==> config.mk <==
export PLATFORM = sky130hd
export DESIGN_NAME = exec_writeback_flat
export DESIGN_NICKNAME = d
export VERILOG_FILES = /design/src/rtl/exec_writeback_if.sv /design/src/rtl/exec_writeback.sv /design/src/flat_wrapper.sv
export SDC_FILE = /design/constraint.sdc
export NUM_CORES = 1
export LEC_CHECK = 0
export BUFFER_PORTS_ARGS = -buffer_cell sky130_fd_sc_hd__buf_4
export CAP_MARGIN = 40
export CORE_MARGIN = 10
export CORE_UTILIZATION = 45
export CTS_CLUSTER_DIAMETER = 120
export DETAILED_ROUTE_END_ITERATION = 8
export PLACE_DENSITY = 0.75
export SYNTH_ARGS = -nofsm -noshare
export SYNTH_HDL_FRONTEND = slang
export SYNTH_SLANG_ARGS = --single-unit
==> constraint.sdc <==
create_clock -name clk -period 4.3 [get_ports clk]
set_input_delay 0.215 -clock clk [delete_from_list [all_inputs] [get_ports clk]]
set_output_delay 0.215 -clock clk [all_outputs]
set_load 0.03 [all_outputs]
==> src/rtl/exec_writeback_if.sv <==
// exec_writeback_if: ALU-result, register-file write, flag, redirect and forwarding signals of the
// execute/writeback stage, with master (upstream/env) and slave (stage) views.
interface exec_writeback_if #(
    parameter int DATA_W  = 32,
    parameter int RADDR_W = 4,
    parameter int PC_W    = 24
);
    logic               in_valid;
    logic               in_ready;
    logic [DATA_W-1:0]  in_result;
    logic               in_cout;
    logic               in_vout;
    logic               in_djtaken;
    logic               in_is_dj;
    logic [PC_W-1:0]    in_target;
    logic               in_wen;
    logic [RADDR_W-1:0] in_waddr;
    logic               in_flags_we;
    logic               rf_we;
    logic [RADDR_W-1:0] rf_waddr;
    logic [DATA_W-1:0]  rf_wdata;
    logic               rf_ready;
    logic               psr_c;
    logic               psr_v;
    logic               psr_z;
    logic               psr_s;
    logic               redirect_valid;
    logic [PC_W-1:0]    redirect_pc;
    logic [RADDR_W-1:0] fwd_raddr;
    logic               fwd_hit;
    logic [DATA_W-1:0]  fwd_data;

    modport master (
        output in_valid, in_result, in_cout, in_vout, in_djtaken, in_is_dj, in_target,
               in_wen, in_waddr, in_flags_we, rf_ready, fwd_raddr,
        input  in_ready, rf_we, rf_waddr, rf_wdata, psr_c, psr_v, psr_z, psr_s,
               redirect_valid, redirect_pc, fwd_hit, fwd_data
    );

    modport slave (
        input  in_valid, in_result, in_cout, in_vout, in_djtaken, in_is_dj, in_target,
               in_wen, in_waddr, in_flags_we, rf_ready, fwd_raddr,
        output in_ready, rf_we, rf_waddr, rf_wdata, psr_c, psr_v, psr_z, psr_s,
               redirect_valid, redirect_pc, fwd_hit, fwd_data
    );
endinterface

==> src/rtl/exec_writeback.sv <==
// exec_writeback: 2-entry skid buffer from ALU to register-file write port, status flags,
// DJ* branch redirect and forwarding of pending register writes.
module exec_writeback #(
    parameter int DATA_W  = 32,
    parameter int RADDR_W = 4,
    parameter int PC_W    = 24
) (
    input logic              clk,
    input logic              reset_b,
    exec_writeback_if.slave  wb
);
    // Entry 0 is always the head; entry 1 is only valid when entry 0 is.
    logic [1:0]                 v_q, v_d;
    logic [1:0][RADDR_W-1:0]    a_q, a_d;
    logic [1:0][DATA_W-1:0]     d_q, d_d;
    logic [3:0]                 psr_q, psr_d;
    logic                       redir_q, redir_d;
    logic [PC_W-1:0]            pc_q, pc_d;
    logic                       accept, push, pop;

    assign wb.in_ready = !v_q[1] && !redir_q;
    assign accept      = wb.in_valid && wb.in_ready;
    assign push        = accept && wb.in_wen;
    assign pop         = v_q[0] && wb.rf_ready;

    always_comb begin
        v_d = v_q;
        a_d = a_q;
        d_d = d_q;
        if (pop) begin
            v_d[0] = v_q[1];
            a_d[0] = a_q[1];
            d_d[0] = d_q[1];
            v_d[1] = 1'b0;
        end
        if (push) begin
            if (v_d[0]) begin
                v_d[1] = 1'b1;
                a_d[1] = wb.in_waddr;
                d_d[1] = wb.in_result;
            end else begin
                v_d[0] = 1'b1;
                a_d[0] = wb.in_waddr;
                d_d[0] = wb.in_result;
            end
        end
    end

    always_comb begin
        psr_d   = (accept && wb.in_flags_we)
                ? {wb.in_cout, wb.in_vout, wb.in_result == '0, wb.in_result[DATA_W-1]} : psr_q;
        redir_d = accept && wb.in_is_dj && wb.in_djtaken;
        pc_d    = redir_d ? wb.in_target : pc_q;
    end

    always_ff @(posedge clk or negedge reset_b) begin
        if (!reset_b) begin
            v_q     <= '0;
            a_q     <= '0;
            d_q     <= '0;
            psr_q   <= '0;
            redir_q <= 1'b0;
            pc_q    <= '0;
        end else begin
            v_q     <= v_d;
            a_q     <= a_d;
            d_q     <= d_d;
            psr_q   <= psr_d;
            redir_q <= redir_d;
            pc_q    <= pc_d;
        end
    end

    assign wb.rf_we          = v_q[0];
    assign wb.rf_waddr       = a_q[0];
    assign wb.rf_wdata       = d_q[0];
    assign {wb.psr_c, wb.psr_v, wb.psr_z, wb.psr_s} = psr_q;
    assign wb.redirect_valid = redir_q;
    assign wb.redirect_pc    = pc_q;

    // Youngest pending write wins.
    always_comb begin
        wb.fwd_hit  = 1'b0;
        wb.fwd_data = '0;
        if (v_q[1] && a_q[1] == wb.fwd_raddr) begin
            wb.fwd_hit  = 1'b1;
            wb.fwd_data = d_q[1];
        end else if (v_q[0] && a_q[0] == wb.fwd_raddr) begin
            wb.fwd_hit  = 1'b1;
            wb.fwd_data = d_q[0];
        end
    end
endmodule

==> src/flat_wrapper.sv <==
// flat-port wrapper written by rule: the top's interface ports become plain ports
module exec_writeback_flat 
#(
    parameter int DATA_W  = 32,
    parameter int RADDR_W = 4,
    parameter int PC_W    = 24
)
  (clk, reset_b, wb_in_valid, wb_in_result, wb_in_cout, wb_in_vout, wb_in_djtaken, wb_in_is_dj, wb_in_target, wb_in_wen, wb_in_waddr, wb_in_flags_we, wb_rf_ready, wb_fwd_raddr, wb_in_ready, wb_rf_we, wb_rf_waddr, wb_rf_wdata, wb_psr_c, wb_psr_v, wb_psr_z, wb_psr_s, wb_redirect_valid, wb_redirect_pc, wb_fwd_hit, wb_fwd_data);
  exec_writeback_if #(.DATA_W(DATA_W), .RADDR_W(RADDR_W), .PC_W(PC_W)) wb_i ();
  input logic clk;
  input logic reset_b;
  input wire logic [$bits(wb_i.in_valid)-1:0] wb_in_valid;
  input wire logic [$bits(wb_i.in_result)-1:0] wb_in_result;
  input wire logic [$bits(wb_i.in_cout)-1:0] wb_in_cout;
  input wire logic [$bits(wb_i.in_vout)-1:0] wb_in_vout;
  input wire logic [$bits(wb_i.in_djtaken)-1:0] wb_in_djtaken;
  input wire logic [$bits(wb_i.in_is_dj)-1:0] wb_in_is_dj;
  input wire logic [$bits(wb_i.in_target)-1:0] wb_in_target;
  input wire logic [$bits(wb_i.in_wen)-1:0] wb_in_wen;
  input wire logic [$bits(wb_i.in_waddr)-1:0] wb_in_waddr;
  input wire logic [$bits(wb_i.in_flags_we)-1:0] wb_in_flags_we;
  input wire logic [$bits(wb_i.rf_ready)-1:0] wb_rf_ready;
  input wire logic [$bits(wb_i.fwd_raddr)-1:0] wb_fwd_raddr;
  output wire logic [$bits(wb_i.in_ready)-1:0] wb_in_ready;
  output wire logic [$bits(wb_i.rf_we)-1:0] wb_rf_we;
  output wire logic [$bits(wb_i.rf_waddr)-1:0] wb_rf_waddr;
  output wire logic [$bits(wb_i.rf_wdata)-1:0] wb_rf_wdata;
  output wire logic [$bits(wb_i.psr_c)-1:0] wb_psr_c;
  output wire logic [$bits(wb_i.psr_v)-1:0] wb_psr_v;
  output wire logic [$bits(wb_i.psr_z)-1:0] wb_psr_z;
  output wire logic [$bits(wb_i.psr_s)-1:0] wb_psr_s;
  output wire logic [$bits(wb_i.redirect_valid)-1:0] wb_redirect_valid;
  output wire logic [$bits(wb_i.redirect_pc)-1:0] wb_redirect_pc;
  output wire logic [$bits(wb_i.fwd_hit)-1:0] wb_fwd_hit;
  output wire logic [$bits(wb_i.fwd_data)-1:0] wb_fwd_data;
  assign wb_i.in_valid = wb_in_valid;
  assign wb_i.in_result = wb_in_result;
  assign wb_i.in_cout = wb_in_cout;
  assign wb_i.in_vout = wb_in_vout;
  assign wb_i.in_djtaken = wb_in_djtaken;
  assign wb_i.in_is_dj = wb_in_is_dj;
  assign wb_i.in_target = wb_in_target;
  assign wb_i.in_wen = wb_in_wen;
  assign wb_i.in_waddr = wb_in_waddr;
  assign wb_i.in_flags_we = wb_in_flags_we;
  assign wb_i.rf_ready = wb_rf_ready;
  assign wb_i.fwd_raddr = wb_fwd_raddr;
  assign wb_in_ready = wb_i.in_ready;
  assign wb_rf_we = wb_i.rf_we;
  assign wb_rf_waddr = wb_i.rf_waddr;
  assign wb_rf_wdata = wb_i.rf_wdata;
  assign wb_psr_c = wb_i.psr_c;
  assign wb_psr_v = wb_i.psr_v;
  assign wb_psr_z = wb_i.psr_z;
  assign wb_psr_s = wb_i.psr_s;
  assign wb_redirect_valid = wb_i.redirect_valid;
  assign wb_redirect_pc = wb_i.redirect_pc;
  assign wb_fwd_hit = wb_i.fwd_hit;
  assign wb_fwd_data = wb_i.fwd_data;
  exec_writeback #(.DATA_W(DATA_W), .RADDR_W(RADDR_W), .PC_W(PC_W)) u_core (.clk(clk), .reset_b(reset_b), .wb(wb_i));
endmodule
## Word level (Yosys, flattened, before mapping)

Cells that the tools add are included.

| word-level totals | value |
|---|---|
| bits in registers | 103 |
| bits of input ports | 74 |
| output and inout bits | 100 |
| word-level logic and storage cells | 36 |

| cells by class | value |
|---|---|
| equal/unequal tests | 2 |
| muxes and demuxes | 13 |
| reduce and logical (&&, ||, !) cells | 13 |

Operators by type and width:

| kind | count |
|---|---|
| $mux W32 | 5 |
| $logic_not A32 Y1 | 1 |
| $mux W4 | 3 |
| $logic_and A1 B1 Y1 | 9 |
| $eq A4 B4 Y1 | 2 |
| $mux W2 | 2 |
| $mux W1 | 3 |
| $logic_not A1 Y1 | 2 |
| $reduce_and A2 Y1 | 1 |

## Depth between registers and ports, before layout

| logic depth | value |
|---|---|
| depth in word-level cells | 5 |
| gate-level depth with buffers | 6 |
| gate-level depth less buffers | 4 |

## Worst setup path before layout

Ideal clock, no wire load.

| timing | value |
|---|---|
| path type | register to register |
| start | register u_core.redir_q, in the netlist u_core.wb.redirect_valid |
| end | register u_core.pc_q[10], in the netlist u_core.wb.redirect_pc[10] |
| library setup time | 125 ps |
| arrival time | 2112 ps |
| required time | 4175 ps |
| path slack | 2063 ps |
| stages on the path, launching flop included | 6 |
| path buffers | 2 |
| clock period less this slack | 2237 ps |
| path through | dfrtp_1 > nor2_1 > and4_1 > clkbuf_1 > buf_2 > mux2_2 |

| on the way | value |
|---|---|
| longest elaborated chain between the ends | 5 |

RTL lines:

| item | line | RTL |
|---|---|---|
| start, declared | exec_writeback.sv:17 | `logic redir_q, redir_d;` |
| start signal, assigned | exec_writeback.sv:69 | `redir_q <= redir_d;` |
| $logic_not A1 Y1 | exec_writeback.sv:21 | `assign wb.in_ready = !v_q[1] && !redir_q;` |
| $logic_and A1 B1 Y1 | exec_writeback.sv:21 |  |
| named net wb_in_ready | flat_wrapper.sv:24 | `output wire logic [$bits(wb_i.in_ready)-1:0] wb_in_ready;` |
| $logic_and A1 B1 Y1 | exec_writeback.sv:22 | `assign accept = wb.in_valid && wb.in_ready;` |
| $logic_and A1 B1 Y1 (2 in a row) | exec_writeback.sv:52 | `redir_d = accept && wb.in_is_dj && wb.in_djtaken;` |
| end signal, assigned | exec_writeback.sv:70 | `pc_q <= pc_d;` |
| end, declared | exec_writeback.sv:18 | `logic [PC_W-1:0] pc_q, pc_d;` |

The timed path passes the listed nets, and every way through them passes these cells.
A chain may end at the register's enable or synchronous reset.

## Final worst setup path

| timing | value |
|---|---|
| start | register u_core.a_q[4] in the netlist's numbering |
| end | output port wb_fwd_data[27] |

| on the way | value |
|---|---|
| longest elaborated chain between the ends | 3 |

RTL lines:

| item | line | RTL |
|---|---|---|
| start, declared | exec_writeback.sv:14 | `logic [1:0][RADDR_W-1:0] a_q, a_d;` |
| start signal, assigned | exec_writeback.sv:59 | `a_q <= '0;` |
| start signal, assigned | exec_writeback.sv:66 | `a_q <= a_d;` |
| $eq A4 B4 Y1 | exec_writeback.sv:85 | `if (v_q[1] && a_q[1] == wb.fwd_raddr) begin` |
| $logic_and A1 B1 Y1 | exec_writeback.sv:85 |  |
| $mux W32 | exec_writeback.sv:85 |  |
| end, declared | flat_wrapper.sv:35 | `output wire logic [$bits(wb_i.fwd_data)-1:0] wb_fwd_data;` |

Every way passes these cells.

==> metrics.md <==
| Metric | Value |
|---|---|
| Die Width | 130 µm |
| Final Hold Fails | 0 |
| Sequential area share after synthesis | 47.4% |
| WP data required | just over 4000 ps |
| DR DRC count | 0 |
| Mapped Cells | about 480 |
| Yosys Warn Count | 0 |
| Fin. max-slew vios | 0 |
| Leak pwr | between 3 and 4 nW |
| RSZ-0062 raised after global routing | no |
| Final period util | a little over two thirds |
| Grt total ovfl | 0 |
| Via count | 3,958 |
| Worst-Skew Late Latency | 340 ps |
| Slew margin rel. | 53.0% |
| Grt met3 use | under 10% |
| Post-CTS Setup Bufs | 0 |
| Root Buffer | clkbuf_16 |
| Met1 GRT Util | 18.9% |
| Starting density of the core | 45.7% |
| Antenna violations before repair | 0 |
| Total global-route track usage | 17.3% |
| Post-synthesis cell type count | 29 |
| Synthesized flop and latch total | 103 |
| DR pass1 iterations | 5 |
| Final nets | 680 |
| Clock Skew | approximately 2.7 ps |
| Pre-CTS WS | 1650 ps |
| Die area | 16,900 µm² |
| Post-CTS sizing | 0 |
| Layout Cells excl Fill | 758 |
| Max Freq | 332 MHz |
| Layout Area Growth over Synthesis | 28.7% |
| Max Cap Viol | 0 |
| CTS buffer count | 9 |
| Min Tclk post-route | 3020 ps |
| Worst path max stage delay | roughly 790 ps |
| Setup crit end kind | primary output |
| Largest net degree at the start of global routing | 57 |
| Min-delay worst type | input port to flop |
| Peak supply drop | 0.371 mV |
| N_diodes | 0 |
| Chip Height | 130 µm |
| Via density | 5.22 |
| CTS tree | yes |
| Worst hold slack | 103 ps |
| Buffers added on ports | 173 |
| First-pass GRT wire length | roughly 23,000 µm |
| Initial DRC Count | 168 |
| Final HPWL DP | 11,200 µm |
| Fill count | roughly 1,000 |
| Worst path slowest cell | or4b_2 |
| Cell Rows | 40 |
| Worst-path cell chain | a222oi_1 > or4b_2 > buf_4 > mux2_4 > buf_4 |
| GP Congestion | 0.766 |
| Longest Clk Path Bufs | 2 |
| Vias in the first global route | roughly 4,300 |
| CP dominant cell by count | buf_4 |
| Arrival @ worst endpoint | roughly 2800 ps |
| Core box area | 11,900 µm² |
| Post-route ant nets | 0 |
| Outcome | finished clean |
| Worst Setup Start Kind | flop |
| Clk slew on worst S/H paths | 70 ps |
| H-tree depth | 3 |
| DP Cell Count | 741 |
| Setup TNS | 0 ps |
| Worst-Margin Slew | 705 ps |
| Busiest layer in global routing | met2 |
| Wire per inst | between 15 and 20 µm |
| Crit Path Class | flop to primary output |
| Worst setup margin | 1280 ps |
| Number of top-level pins | around 170 |
| Pwr Density | between 700 and 800 nW/µm² |
| # clock sinks | 103 |
| Mapped cell area | approximately 5400 µm² |
| Layout cells sized above 1 | 48.9% |
| Synthesized area per cell | 11.4 µm² |
| Met2 GRT Util | 29.1% |
| CP Max Fanout | 27 |
| Final WL | 14,700 µm |
| Final Setup Violations | 0 |
| Synthesized Nets | between 500 and 600 |
-- critical path: cells and delay by family (launching register included) --
kind,cells,cell delay (ps)
AND/OR/NAND/NOR,1,790
buffers and inverters,2,520
flip-flops,1,410
multiplexers,1,360
AO/OA/AOI/OAI,1,340
-- cell families (layout without fill, tap and decap cells) --
| kind of cell | count (synthesis) | count (layout) | share of synthesized area, % |
|---|---|---|---|
| compound gates | 45 | 45 | 4.56 |
| xor+xnor | 2 | 2 | 0.322 |
| buf+inv | 103 | 237 | 10.5 |
| flops | 103 | 103 | 47.4 |
| mux | 131 | 131 | 28.3 |
| simple gates | 93 | 93 | 8.88 |
-- synth_stat cells --
| cell | number | area share [%] |
|---|---|---|
| clkbuf_1 | 17 | 1.2 |
| nor4_1 | 40 | 4.6 |
| mux2i_1 | 36 | 6.6 |
| dfrtp_1 | 103 | 47 |
| buf_2 | 8 | 0.74 |
| mux2_4 | 29 | 8.0 |
| nand3_1 | 1 | 0.092 |
| a21oi_1 | 36 | 3.3 |
| nor2b_1 | 1 | 0.12 |
| buf_8 | 3 | 0.83 |
| nand4_1 | 3 | 0.35 |
| and4_1 | 1 | 0.16 |
| a222oi_1 | 1 | 0.18 |
| a221o_1 | 1 | 0.18 |
| nand2_1 | 5 | 0.35 |
| nor2_1 | 37 | 2.6 |
| buf_4 | 36 | 5.0 |
| o21ai_0 | 2 | 0.18 |
| o31ai_1 | 3 | 0.41 |
| buf_6 | 1 | 0.21 |
| xor2_1 | 2 | 0.32 |
| o22ai_1 | 1 | 0.12 |
| nand2b_1 | 3 | 0.35 |
| inv_1 | 37 | 2.6 |
| or4b_1 | 1 | 0.18 |
| mux2_2 | 66 | 14 |
| buf_1 | 1 | 0.069 |
| or4_1 | 1 | 0.14 |
| o2111ai_1 | 1 | 0.16 |
-- metrics by stage --
step | power, mW | area (µm²) | util, %
floorplan | 3.46 | 5440 | -
global placement | 4.04 | 6570 | 55.2
detailed placement | 4.15 | 6660 | 55.9
CTS | 5.06 | 7000 | 58.8
global route | 5.31 | 7000 | 58.8
finish | 5.02 | 7000 | 58.8
-- power breakdown --
part | internal (mW) | switching, mW
clock | 0.542 | 0.353
sequential | 1.42 | 0.367
combinational | 0.979 | 1.35
-- cell type report --
type | count | area, µm² | share of cell area (%)
Timing Repair Buffer | 184 | 1440 | 20.6
Multi-Input combinational cell | 271 | 2330 | 33.3
Clock inverter | 5 | 78.8 | 1.13
Tap cell | 147 | 184 | 2.63
Inverter | 37 | 139 | 1.98
Sequential cell | 103 | 2580 | 36.8
Clock buffer | 11 | 253 | 3.61
-- placed cells by master (no fill, tap or decap), types with 9 or more instances in the layout --
master,netlist,layout
clkbuf_16,0,9
mux2_4,29,29
buf_4,36,179
a21oi_1,36,36
nor2_1,37,37
mux2i_1,36,36
dfrtp_1,103,103
nor4_1,40,40
mux2_2,66,66
inv_1,37,37
-- final timing paths --
kind	start	to	slack (ps)	depth (start not counted)
min in group asynchronous	reset_b	u_core.wb.redirect_pc[10]$_DFFE_PN0P_	420	2
setup / recovery	u_core.a_q[4]$_DFFE_PN0P_	wb_fwd_data[27]	1280	5
setup reg to reg	u_core.v_q[0]$_DFF_PN0_	u_core.d_q[36]$_DFFE_PN0P_	2030	4
hold reg to reg	u_core.psr_q[1]$_DFFE_PN0P_	u_core.psr_q[1]$_DFFE_PN0P_	490	2
hold / removal	wb_in_target[1]	u_core.wb.redirect_pc[1]$_DFFE_PN0P_	100	2
max in group asynchronous	reset_b	u_core.d_q[38]$_DFFE_PN0P_	2710	3
-- repair_timing --
action	4_1_cts	5_1_grt
endpoints found under the setup margin	0	0
endpoints found under the hold margin	47	0
hold buffers	1	0
-- layer usage --
metal	part of all wire (%)	up-vias
li1	-	1897
met1	39	1922
met2	49	128
met3	12	11
met4	0.96	0
met5	0	-
-- registers in the layout (all words and copies together), names as in the netlist --
register                  flops
u_core.d_q                   32
u_core.a_q                    4
u_core.wb.rf_waddr            4
u_core.wb.redirect_pc        24
u_core.v_q                    2
u_core.wb.redirect_valid      1
u_core.wb.rf_wdata           32
u_core.psr_q                  4
(Power assumes the default switching activity.)
